===== config.mk =====
export PLATFORM = sky130hd
export DESIGN_NAME = load_use_interlock_flat
export DESIGN_NICKNAME = d
export VERILOG_FILES = /design/src/rtl/load_use_interlock_if.sv /design/src/rtl/load_use_interlock.sv /design/src/flat_wrapper.sv
export SDC_FILE = /design/constraint.sdc
export NUM_CORES = 1
export LEC_CHECK = 0
export CAP_MARGIN = 20
export CORE_MARGIN = 2
export CORE_UTILIZATION = 30
export DETAILED_ROUTE_END_ITERATION = 10
export HOLD_SLACK_MARGIN = 0.1
export SLEW_MARGIN = 20
export SYNTH_ARGS = -nofsm -noshare
export SYNTH_HDL_FRONTEND = slang
export SYNTH_SLANG_ARGS = --single-unit
export TNS_END_PERCENT = 20

===== constraint.sdc =====
create_clock -name clk -period 2.7 [get_ports clk]
set_clock_uncertainty 0.2 [all_clocks]
set_input_delay 0.54 -clock clk [delete_from_list [all_inputs] [get_ports clk]]
set_output_delay 0.54 -clock clk [all_outputs]
set_load 0.01 [all_outputs]

===== src/rtl/load_use_interlock_if.sv =====
// Pipeline-to-interlock bundle: ID/EX/MEM hazard inputs and the stall/flush
// controls sent back to the pipeline registers.
interface load_use_interlock_if;
   // ID-stage operand usage
   logic [4:0]  D_Rs;
   logic [4:0]  D_Rt;
   logic        D_UseRs;
   logic        D_UseRt;
   logic        D_MemWr;
   // EX-stage destination
   logic [4:0]  E_Rw;
   logic        E_RegWr;
   logic        E_MemRd;
   // MEM-stage data memory handshake
   logic        M_MemAcc;
   logic        mem_ready;
   // Pipeline controls and status
   logic        stall_F;
   logic        stall_D;
   logic        flush_E;
   logic        freeze;
   logic        mem_err;
   logic [15:0] stall_cnt;

   // Pipeline side: supplies instruction fields, obeys stall/flush/freeze.
   modport master (
      output D_Rs, D_Rt, D_UseRs, D_UseRt, D_MemWr,
      output E_Rw, E_RegWr, E_MemRd,
      output M_MemAcc, mem_ready,
      input  stall_F, stall_D, flush_E, freeze, mem_err, stall_cnt
   );

   // Interlock side: observes hazards, drives the controls.
   modport slave (
      input  D_Rs, D_Rt, D_UseRs, D_UseRt, D_MemWr,
      input  E_Rw, E_RegWr, E_MemRd,
      input  M_MemAcc, mem_ready,
      output stall_F, stall_D, flush_E, freeze, mem_err, stall_cnt
   );
endinterface


===== src/rtl/load_use_interlock.sv =====
// Load-use hazard interlock with data-memory wait freeze, memory timeout
// detection and a saturating stall-cycle counter.
module load_use_interlock (
   input  logic                 clk,
   input  logic                 rst,
   load_use_interlock_if.slave  bus
);

   typedef enum logic [1:0] {
      RUN  = 2'd0,
      WAIT = 2'd1,
      ERR  = 2'd2
   } stateT;

   stateT       state;
   logic [7:0]  waitCnt;
   logic [15:0] stallCnt;
   logic        memErr;

   logic        rsHit;
   logic        rtHit;
   logic        lu;
   logic        pend;
   logic        freezeNow;
   logic        stallNow;
   logic        flushNow;

   // Hazard detection and pipeline control decode; freeze tracks pend with no
   // added latency, and an unreachable encoding behaves like RUN.
   always_comb begin
      // NOTE: every output of this block gets a value up front so no path can infer a latch.
      rsHit     = 1'b0;
      rtHit     = 1'b0;
      lu        = 1'b0;
      pend      = 1'b0;
      freezeNow = 1'b0;
      stallNow  = 1'b0;
      flushNow  = 1'b0;

      rsHit = bus.D_UseRs & (bus.D_Rs == bus.E_Rw);
      // A store's Rt is data only; it is forwarded WB->MEM, so no stall.
      rtHit = bus.D_UseRt & ~bus.D_MemWr & (bus.D_Rt == bus.E_Rw);
      lu    = bus.E_MemRd & bus.E_RegWr & (bus.E_Rw != 5'd0) & (rsHit | rtHit);
      pend  = bus.M_MemAcc & ~bus.mem_ready;

      freezeNow = (state == ERR) ? 1'b1 : pend;
      stallNow  = freezeNow | lu;
      flushNow  = lu & ~freezeNow;
   end

   // Memory-wait state machine with timeout; mem_err is registered alongside the state.
   always_ff @(posedge clk or posedge rst) begin
      // NOTE: sequential state uses non-blocking assignments so all registers update together.
      if (rst) begin
         state   <= RUN;
         waitCnt <= 8'd0;
         memErr  <= 1'b0;
      end else begin
         case (state)
            RUN: begin
               waitCnt <= 8'd0;
               memErr  <= 1'b0;
               if (pend) state <= WAIT;
            end
            WAIT: begin
               if (!pend) begin
                  state   <= RUN;
                  waitCnt <= 8'd0;
               end else if (waitCnt == 8'd255) begin
                  state  <= ERR;
                  memErr <= 1'b1;
               end else begin
                  waitCnt <= waitCnt + 8'd1;
               end
            end
            ERR: begin
               memErr <= 1'b1;
            end
            default: begin
               state   <= RUN;
               waitCnt <= 8'd0;
               memErr  <= 1'b0;
            end
         endcase
      end
   end

   // Saturating count of cycles in which the PC is held.
   always_ff @(posedge clk or posedge rst) begin
      if (rst) begin
         stallCnt <= 16'd0;
      end else if (stallNow && stallCnt != 16'hFFFF) begin
         stallCnt <= stallCnt + 16'd1;
      end
   end

   assign bus.stall_F   = stallNow;
   assign bus.stall_D   = stallNow;
   assign bus.flush_E   = flushNow;
   assign bus.freeze    = freezeNow;
   assign bus.mem_err   = memErr;
   assign bus.stall_cnt = stallCnt;

endmodule

===== src/flat_wrapper.sv =====
// flat-port wrapper written by rule: the top's interface ports become plain ports
module load_use_interlock_flat 
  (clk, rst, bus_D_Rs, bus_D_Rt, bus_D_UseRs, bus_D_UseRt, bus_D_MemWr, bus_E_Rw, bus_E_RegWr, bus_E_MemRd, bus_M_MemAcc, bus_mem_ready, bus_stall_F, bus_stall_D, bus_flush_E, bus_freeze, bus_mem_err, bus_stall_cnt);
  load_use_interlock_if bus_i ();
  input  logic clk;
  input  logic rst;
  input wire logic [$bits(bus_i.D_Rs)-1:0] bus_D_Rs;
  input wire logic [$bits(bus_i.D_Rt)-1:0] bus_D_Rt;
  input wire logic [$bits(bus_i.D_UseRs)-1:0] bus_D_UseRs;
  input wire logic [$bits(bus_i.D_UseRt)-1:0] bus_D_UseRt;
  input wire logic [$bits(bus_i.D_MemWr)-1:0] bus_D_MemWr;
  input wire logic [$bits(bus_i.E_Rw)-1:0] bus_E_Rw;
  input wire logic [$bits(bus_i.E_RegWr)-1:0] bus_E_RegWr;
  input wire logic [$bits(bus_i.E_MemRd)-1:0] bus_E_MemRd;
  input wire logic [$bits(bus_i.M_MemAcc)-1:0] bus_M_MemAcc;
  input wire logic [$bits(bus_i.mem_ready)-1:0] bus_mem_ready;
  output wire logic [$bits(bus_i.stall_F)-1:0] bus_stall_F;
  output wire logic [$bits(bus_i.stall_D)-1:0] bus_stall_D;
  output wire logic [$bits(bus_i.flush_E)-1:0] bus_flush_E;
  output wire logic [$bits(bus_i.freeze)-1:0] bus_freeze;
  output wire logic [$bits(bus_i.mem_err)-1:0] bus_mem_err;
  output wire logic [$bits(bus_i.stall_cnt)-1:0] bus_stall_cnt;
  assign bus_i.D_Rs = bus_D_Rs;
  assign bus_i.D_Rt = bus_D_Rt;
  assign bus_i.D_UseRs = bus_D_UseRs;
  assign bus_i.D_UseRt = bus_D_UseRt;
  assign bus_i.D_MemWr = bus_D_MemWr;
  assign bus_i.E_Rw = bus_E_Rw;
  assign bus_i.E_RegWr = bus_E_RegWr;
  assign bus_i.E_MemRd = bus_E_MemRd;
  assign bus_i.M_MemAcc = bus_M_MemAcc;
  assign bus_i.mem_ready = bus_mem_ready;
  assign bus_stall_F = bus_i.stall_F;
  assign bus_stall_D = bus_i.stall_D;
  assign bus_flush_E = bus_i.flush_E;
  assign bus_freeze = bus_i.freeze;
  assign bus_mem_err = bus_i.mem_err;
  assign bus_stall_cnt = bus_i.stall_cnt;
  load_use_interlock u_core (.clk(clk), .rst(rst), .bus(bus_i));
endmodule

==> flow_summary.yaml <==
pwr:
  power.share.switching_pct: 32.52
  pwr-share-clk_pct: 19.0
  p_per_area_nw_per_um2: 540.2
  p_sw_mw: 0.3953
  leakagePower_nw: 0.9523
  p_seq_share_pct: 46.2
  power_frac_comb_pct: 34.8
  irDropWorstVdd_mv: 0.4729
  cell_internal_pwr_mw: 0.8201
floorplanning:
  die_h_um: 77.41
  coreArea_sq_um: 5140
  die_x_um: 77.41
  ios: 45
  dieArea_sq_um: 5992
  fp-row-count: 26
  start_util_pct: 31.45
placed_design:
  gp_congestion: 0.7462
  numPortBuffers: 44
  dp_cells: 277
  place_hpwl_mm: 2.711
  pre_cts_slack_ns: -0.4736
clock_tree:
  root_buffer: "clkbuf_8"
  path_clk_slew_ns: 0.09
  cts_buffer_depth: 2
  cts_hold_buf: 0
  cts_made_buffers: 3
  htree_levels: 1
  clk_latency_ns: 0.27
  cts_tree: "done"
  cts_sinks: 27
grt:
  grt_overflow: 0
  grt_max_degree: 19
  grt_pass1_wl_mm: 6.272
  antenna_found_initial: 0
  grtUsageTotal_pct: 12.66
  grt_pass1_vias: 1313
synthesis:
  synth_edf_count: 0
  synth_ff_type: "dfrtp_1"
  ys_ff_latch: 27
  ys_types: 40
  syn_inst: 157
  synthArstFlopShare_pct: 100.0
  synth_top_cell_area_share_pct: 41.80
  seq_area_frac_synth_pct: 41.80
  yosys_warnings: 0
  yosys-top-cells-area: "dfrtp_1 (42%), xor2_1 (8.1%), xnor2_1 (7.0%), ha_1 (3.9%), nand3_1 (3.4%)"
  yosysTopAreaCell: "dfrtp_1"
  synth_nets: 186
  netlist_area_sq_um: 1617
  avgSynthCellArea_sq_um: 10.30
detailed_routing:
  drt-total-wl_mm: 3.547
  top_layer_used: "met4"
  via_count: 1347
  drt_iter0_drc: 52
  met1_length_mm: 1.827
  final_antenna_net_count: 0
  viasPerCell: 4.777
  routed-wl-met2_mm: 1.481
  dr_wl_met3_um: 222
  firstDrtPassIters: 4
  drc_errors: 0
  wire_per_inst_um: 12.58
worst_hold_path:
  hold_path.class: "register to register"
setup_path:
  critical_path_class: "input port to primary output"
  crit_buf_inv: 3
  crit_path_top_delay_cell: "or3_1"
  cp_cell_sequence: "dlygate4sd2_1 > or3_1 > o311a_4 > a21oi_4 > inv_2 > buf_6"
  crit_fanout: 2
  required_ns: 1.96
  crit_family: "compound AO/OA/AOI/OAI gates"
  crit_arrival_ns: 1.90
  slowest_delay_ns: 0.39
  cp-end-kind: "primary output"
  start_kind: "input port"
layout:
  syn2layout_area_growth_pct: 39.16
  n_antenna_cell: 0
  fillCellCount: 539
  final_nets: 242
  drive_gt1_share_pct: 13.68
  stdcell_count: 282
run:
  maxCapViolCount: 0
sta:
  rsz0062_at_grt: "false"
  relSlewSlack_pct: 72.29
  report.final.hold_viol_count: 0
  finalMaxSlewViolations: 0
  tightestPinTransition_ns: 0.4142
  timing.final.ws_setup_ns: 0.06190
  fin_crit_sh_pct: 97.71
  setup_viol: 0
  tns_ns: 0
  period_needed_ns: 2.638
  timing.hold.ws_ns: 0.2872
  fmax_mhz: 379.1
run_status:
  status: "completed"
## layer usage
| layer | global-route usage (%) | vias up |
|---|---|---|
| met3 | 2.791 | 2 |
| li1 | - | 674 |
| met5 | 0 | - |
| met4 | 3.750 | 0 |
| met1 | 18.38 | 627 |
| met2 | 18.87 | 44 |
## stage by stage
step,area (sq um),utilization (%),power (mW)
3_5_place_dp,2190,42.60,0.9941
3_3_place_gp,2190,42.60,0.9868
5_1_grt,2250,43.77,1.300
6_report,2250,43.77,1.215
2_1_floorplan,1617,-,0.7626
4_1_cts,2240,43.57,1.230
## power groups by stage
| stage | logic [mW] | registers (mW) | clock network [mW] |
|---|---|---|---|
| 2_1_floorplan | 0.183 | 0.580 | 0 |
| 3_3_place_gp | 0.419 | 0.568 | 0 |
| 3_5_place_dp | 0.425 | 0.569 | 0 |
| 4_1_cts | 0.427 | 0.562 | 0.241 |
| 5_1_grt | 0.465 | 0.578 | 0.257 |
| 6_report | 0.422 | 0.562 | 0.231 |
## synthesized netlist by cell type (2+ instances only)
cell	number
or3_1	2
ha_1	5
nand3b_1	2
nand3_1	11
nor4_2	2
and3_1	3
nor3_2	2
xor2_1	15
nor4_1	4
nand2b_1	3
nor4b_1	3
and2_1	4
nor2_1	11
mux2_2	2
nor3_1	4
xnor2_1	13
o21ai_0	4
dfrtp_1	27
mux2_1	2
inv_1	4
a21oi_1	2
buf_4	2
nand4_1	5
nand2_1	9
## flip-flops by register name, indices dropped and copies added, names as in the netlist
| register | flops |
|---|---|
| u_core.bus.mem_err | 1 |
| u_core.bus.stall_cnt | 16 |
| u_core.waitCnt | 8 |
| u_core.state | 2 |
## worst reg2reg max path, delay by kind of cell, from the launching register on
family / cells / cell delay, ns
and+or+nand+nor: 5 / 0.82
DFF: 1 / 0.44
muxes: 1 / 0.29
buffers and inverters: 1 / 0.22
## area by class of cell
class                   count  area (sq um)  area share (%)
inverters                   4         15.01          0.6674
repair buffers             55         523.0           23.25
multi-input cells         122         903.4           40.16
flip-flops and latches     27         675.6           30.03
well taps                  70         87.58           3.893
clock buffers               4         45.04           2.002
## logic make-up after synthesis
family | share of synthesized area [%]
compound gates | 8.050
flops | 41.80
simple gates | 24.61
buf+inv | 2.786
fa+ha+maj | 3.870
mux | 3.715
xor+xnor | 15.17
## final timing paths
kind | from | end | slack, ns | depth (start not counted)
min reg2reg | u_core.bus.stall_cnt[10] | u_core.bus.stall_cnt[10] | 0.29 | 1
min in group asynchronous | rst | u_core.bus.stall_cnt[0] | 0.34 | 2
min | u_core.bus.stall_cnt[10] | u_core.bus.stall_cnt[10] | 0.29 | 1
max in group asynchronous | rst | u_core.bus.stall_cnt[2] | 1.38 | 3
max reg2reg | u_core.bus.stall_cnt[3] | u_core.bus.stall_cnt[1] | 0.62 | 7
max | bus_E_Rw[1] | bus_stall_D | 0.06 | 6
## cells in the final DEF (no fill, tap or decap), drive strengths merged, types with 2 or more instances in the layout
master         synthesis  routed
ha                     5       5
buf                    3      13
nor2                  12      12
xor2                  15      15
and2                   4       4
or3                    2       2
nand4                  5       5
nand2b                 3       3
mux2                   5       5
nor3                   6       6
dlygate4sd2            0       4
nand3                 11      11
xnor2                 13      13
clkbuf                 1       4
nand2                  9       9
dfrtp                 27      27
nor4b                  3       3
a21oi                  3       3
o21ai                  4       4
inv                    4       4
clkdlybuf4s50          0      36
nor4                   6       6
and3                   3       3
nand3b                 2       2
## what timing repair did
item                                    4_1_cts  5_1_grt
buffers inserted                              1        0
pin swaps                                     4        1
resized for setup                            17        2
endpoints found under the setup margin        3        3
Power figures use the tool's default switching activity.
